$ cat config.mk
export PLATFORM = sky130hd
export DESIGN_NAME = wb_regfile_scoreboard
export DESIGN_NICKNAME = d
export VERILOG_FILES = /design/src/rtl/wb_regfile_scoreboard.sv
export SDC_FILE = /design/constraint.sdc
export NUM_CORES = 2
export LEC_CHECK = 0
export BUFFER_PORTS_ARGS = -buffer_cell sky130_fd_sc_hd__buf_2
export CORE_MARGIN = 2
export CORE_UTILIZATION = 55
export DETAILED_ROUTE_END_ITERATION = 7
export GPL_TIMING_DRIVEN = 0
export HOLD_SLACK_MARGIN = 0.03
export PLACE_DENSITY = 0.71
export SLEW_MARGIN = 30
export SYNTH_ARGS = -nofsm -noshare
export SYNTH_HDL_FRONTEND = slang
export SYNTH_SLANG_ARGS = --single-unit
$ cat constraint.sdc
create_clock -name clk -period 52 [get_ports clk]
set_input_delay 2.6 -clock clk [delete_from_list [all_inputs] [get_ports clk]]
set_output_delay 2.6 -clock clk [all_outputs]
set_load 0.05 [all_outputs]
$ cat src/rtl/wb_regfile_scoreboard.sv
// Architectural register file with writeback bypass and a per-register RAW scoreboard.
// Destinations are tracked from issue to writeback, and stall is raised while a source is pending.
module wb_regfile_scoreboard #(
    parameter int unsigned DATA_W = 32,
    parameter int unsigned ADDR_W = 5
) (
    input  logic                clk,
    input  logic                rst,
    input  logic [ADDR_W-1:0]   rs1_addr,
    input  logic [ADDR_W-1:0]   rs2_addr,
    output logic [DATA_W-1:0]   rs1_data,
    output logic [DATA_W-1:0]   rs2_data,
    input  logic                issue_valid,
    input  logic [ADDR_W-1:0]   issue_rd,
    input  logic                wb_valid,
    input  logic [ADDR_W-1:0]   wb_rd,
    input  logic [DATA_W-1:0]   wb_data,
    input  logic                flush,
    output logic                stall,
    output logic [ADDR_W+1:0]   pending_cnt,
    output logic                sb_err
);

    localparam int unsigned NREG  = 2 ** ADDR_W;
    localparam int unsigned SUM_W = ADDR_W + 2;

    logic [DATA_W-1:0] regs    [NREG];
    logic [1:0]        cnt     [NREG];
    logic [1:0]        cnt_nxt [NREG];
    logic [SUM_W-1:0]  sum_nxt;
    logic              err_set;
    logic              wb_hit;
    logic              issue_fire;
    logic              pend1;
    logic              pend2;

    assign wb_hit     = wb_valid && (wb_rd != '0);
    assign issue_fire = issue_valid && !stall && (issue_rd != '0);

    // Reads with writeback bypass; register 0 always reads zero.
    always_comb begin
        rs1_data = '0;
        rs2_data = '0;
        if (rs1_addr != '0)
            rs1_data = (wb_valid && wb_rd == rs1_addr) ? wb_data : regs[rs1_addr];
        if (rs2_addr != '0)
            rs2_data = (wb_valid && wb_rd == rs2_addr) ? wb_data : regs[rs2_addr];
    end

    // A last outstanding write arriving this cycle is covered by the bypass, so it does not stall.
    always_comb begin
        pend1 = (rs1_addr != '0) && (cnt[rs1_addr] != 2'd0)
                && !(cnt[rs1_addr] == 2'd1 && wb_hit && wb_rd == rs1_addr);
        pend2 = (rs2_addr != '0) && (cnt[rs2_addr] != 2'd0)
                && !(cnt[rs2_addr] == 2'd1 && wb_hit && wb_rd == rs2_addr);
        stall = pend1 || pend2;
    end

    // Next counter values, saturation errors and the in-flight total.
    always_comb begin
        err_set    = 1'b0;
        sum_nxt    = '0;
        cnt_nxt[0] = 2'd0;
        for (int unsigned r = 1; r < NREG; r++) begin
            cnt_nxt[r] = cnt[r];
            if (flush) begin
                cnt_nxt[r] = 2'd0;
            end else if (issue_fire && issue_rd == ADDR_W'(r)
                         && !(wb_hit && wb_rd == ADDR_W'(r))) begin
                if (cnt[r] == 2'd3) err_set = 1'b1;
                else                cnt_nxt[r] = cnt[r] + 2'd1;
            end else if (wb_hit && wb_rd == ADDR_W'(r)
                         && !(issue_fire && issue_rd == ADDR_W'(r))) begin
                if (cnt[r] == 2'd0) err_set = 1'b1;
                else                cnt_nxt[r] = cnt[r] - 2'd1;
            end
            sum_nxt = sum_nxt + SUM_W'(cnt_nxt[r]);
        end
    end

    // Register storage; flush does not cancel the writeback.
    always_ff @(posedge clk or posedge rst) begin
        if (rst) begin
            for (int unsigned r = 0; r < NREG; r++) regs[r] <= '0;
        end else if (wb_hit) begin
            regs[wb_rd] <= wb_data;
        end
    end

    // Scoreboard state, total and sticky error flag.
    always_ff @(posedge clk or posedge rst) begin
        if (rst) begin
            for (int unsigned r = 0; r < NREG; r++) cnt[r] <= 2'd0;
            pending_cnt <= '0;
            sb_err      <= 1'b0;
        end else begin
            for (int unsigned r = 0; r < NREG; r++) cnt[r] <= cnt_nxt[r];
            pending_cnt <= sum_nxt;
            if (err_set) sb_err <= 1'b1;
        end
    end

endmodule

==> results.cfg <==
[outcome]
status = complete, but fails checks
violations = design-rule violations

[yosys]
yosysUniqueCellTypes = 68
synth_edf_count = 0
mappedNetlistArea_um2 = 62500
synthFlopType = dfrtp_1
synth.avg_cell_area_um2 = 11.5
synthArstFlopShare = 1.00
synth_nets = 5545
synth_cells = 5421
ys_warn_count = 0
ys_ff_latch = 1094
synth.yosys.seq_area_share = 0.438

[critical_path]
crit_arrival_ns = 12.22
worst_ep_required_time_ns = 52.63
cp-start-kind = input pin
max_stage_delay_ns = 0.72
cp-startpoint = rs2_addr[1]
r2r-start = cnt[16]
cp_common_cell = fa_1
path_class = in2reg
cp_max_fo = 10
cp_slowest_cell = buf_1
worstSetupEndpointType = flop

[sta]
drv_slew = 0
fin_worst_skew_ns = 0.0211
finalWorstSetupSlack_ns = 40.42
fin_crit_sh = 0.223
rsz0062_at_grt = no
setup_viol = 0
tightest_slew_ns = 1.21
fin_tns_setup_ns = 0
max_freq_mhz = 86.3
period_minus_slack_ns = 11.58
relSlewSlack = 0.195
hold_viol = 0

[cells_and_area]
drive_above_1_share = 0.281
final_cell_mix = nand2_1, dfrtp_1, mux4_2
mostFrequentLayoutCell = nand2_1
num-fill-cells = 8863
nNetsFinal = 5812
fin_area_um2 = 70000
area_growth_pct = 11.8
utilization = 0.621

[power_and_ir_drop]
p_comb_frac = 0.226
clock_power_share = 0.349
power.density_nw_per_um2 = 37.5
p_switching_uw = 799
ir_drop_mv = 0.0354
p_seq_frac = 0.425
power_mw = 2.62
p_leak_nw = 31.6
internal_power_mw = 1.82
switching_share = 0.305

[clocking]
cts_setup_buffers = 0
holdBufCountCts = 0
ctsLongestPathBuffers = 3
cts_tree = built
clock_latency_ns = 0.75
clk_pin_slew_ns = 0.06
numCtsBuffers = 118
cts-resized-gates = 0
cts.sinks = 1094
root_buffer = clkbuf_16
h-tree-depth = 3

[detailed_routing]
ant_nets = 0
wl_per_cell_um = 32.1
vias_per_cell = 6.90
drt_iter0_drc = 7398
first_pass_iters = 8
drc = 9
via_count = 50414
wl_mm = 234

[die]
die-area_um2 = 116000
die_w_um = 341
num_rows = 123
num_io_pins = 130
start_util = 0.555
design.core.area_um2 = 113000
die_h_um = 341

[global_route]
grt.total_usage = 0.407
overflow = 0
grt_first_pass_wirelength_mm = 340
antenna_found_initial = 12
grt_max_degree = 90
first_global_vias = 50078

[placement]
io_buffers = 124
hpwl_mm = 168
pre_cts_slack_ns = 39.94
gp_congestion = 0.993
dpl_cell_area_um2 = 65700

[run]
max-cap-violations = 0

[hold_path]
hp-class = reg2reg
min_from = regs[1011]
-- sequential cells by signal (all words and copies together) (netlist names) --
signal and cells:
regs 1024, sb_err 1, pending_cnt 7, cnt 62
-- stage by stage --
step / instances / hold WS (ns)
floorplan: 5421 / 0.441
global placement: 7045 / 0.452
detailed placement: 7067 / 0.467
CTS: 7288 / 0.480
global route: 7290 / 0.497
finish: 7302 / 0.477
-- cell families (layout without fill, tap and decap cells) --
| family | after synthesis | in the layout | synth area share |
|---|---|---|---|
| fa+ha+maj | 67 | 67 | 0.0202 |
| buf+inv | 587 | 955 | 0.0357 |
| simple gates | 2140 | 2140 | 0.137 |
| compound gates | 308 | 308 | 0.0331 |
| mux | 1208 | 1208 | 0.334 |
| other cells | 0 | 13 | 0 |
| flops | 1094 | 1094 | 0.438 |
| xor+xnor | 17 | 17 | 0.00238 |
-- metal layers --
layer	track usage	part of all wire
met1	0.529	0.36
met2	0.581	0.43
met3	0.150	0.14
met4	0.257	0.074
met5	0.0123	0.0012
-- path summary, 6_finish.rpt --
| path | to | slack, ns | cells past startpoint |
|---|---|---|---|
| worst max-delay path | pending_cnt[5] | 40.42 | 33 |
| worst min-delay path | regs[1011] | 0.48 | 1 |
| worst max register to register | pending_cnt[5] | 42.45 | 30 |
| worst min register to register | regs[1011] | 0.48 | 1 |
| max in group asynchronous | regs[547] | 48.45 | 5 |
| min in group asynchronous | regs[214] | 1.81 | 2 |
-- cells in the mapped netlist, drive strengths merged, types with 57 or more instances --
master | number | area, um2
a211oi | 67 | 503
buf | 128 | 508
clkbuf | 386 | 1450
dfrtp | 1094 | 27400
fa | 57 | 1140
inv | 73 | 274
mux2 | 455 | 5120
mux2i | 97 | 971
mux4 | 656 | 14800
nand2 | 1726 | 6480
nor2 | 169 | 637
o21ai | 68 | 340
-- critical path: cells and delay by family --
kind | cells | cell delay (ns)
adder cells (fa/ha/maj) | 9 | 4.24
XOR/XNOR | 3 | 0.49
AO/OA/AOI/OAI | 5 | 1.10
AND/OR/NAND/NOR | 5 | 1.65
buffers and inverters | 11 | 2.11
-- area by class of cell --
class                           count  area [um2]  area share
Timing Repair Buffer              147        1100      0.0157
Sequential cell                  1094       27400       0.391
Multi-Input combinational cell   3740       33000       0.472
Tap cell                         1500        1880      0.0268
Inverter                           73         282     0.00402
Buffer                            514        2090      0.0298
Clock inverter                     43         707      0.0101
Antenna cell                       13        32.5    0.000465
Clock buffer                      178        3460      0.0494
-- power groups by stage --
stage	sequential (mW)	combinational, mW	clock, mW
final	1.11	0.594	0.916
after global routing	1.13	0.623	0.948
after CTS	1.11	0.584	0.913
after detailed placement	1.12	0.580	0
after global placement	1.11	0.561	0
after floorplan	1.09	0.434	0
Power figures use the tool's default switching activity.
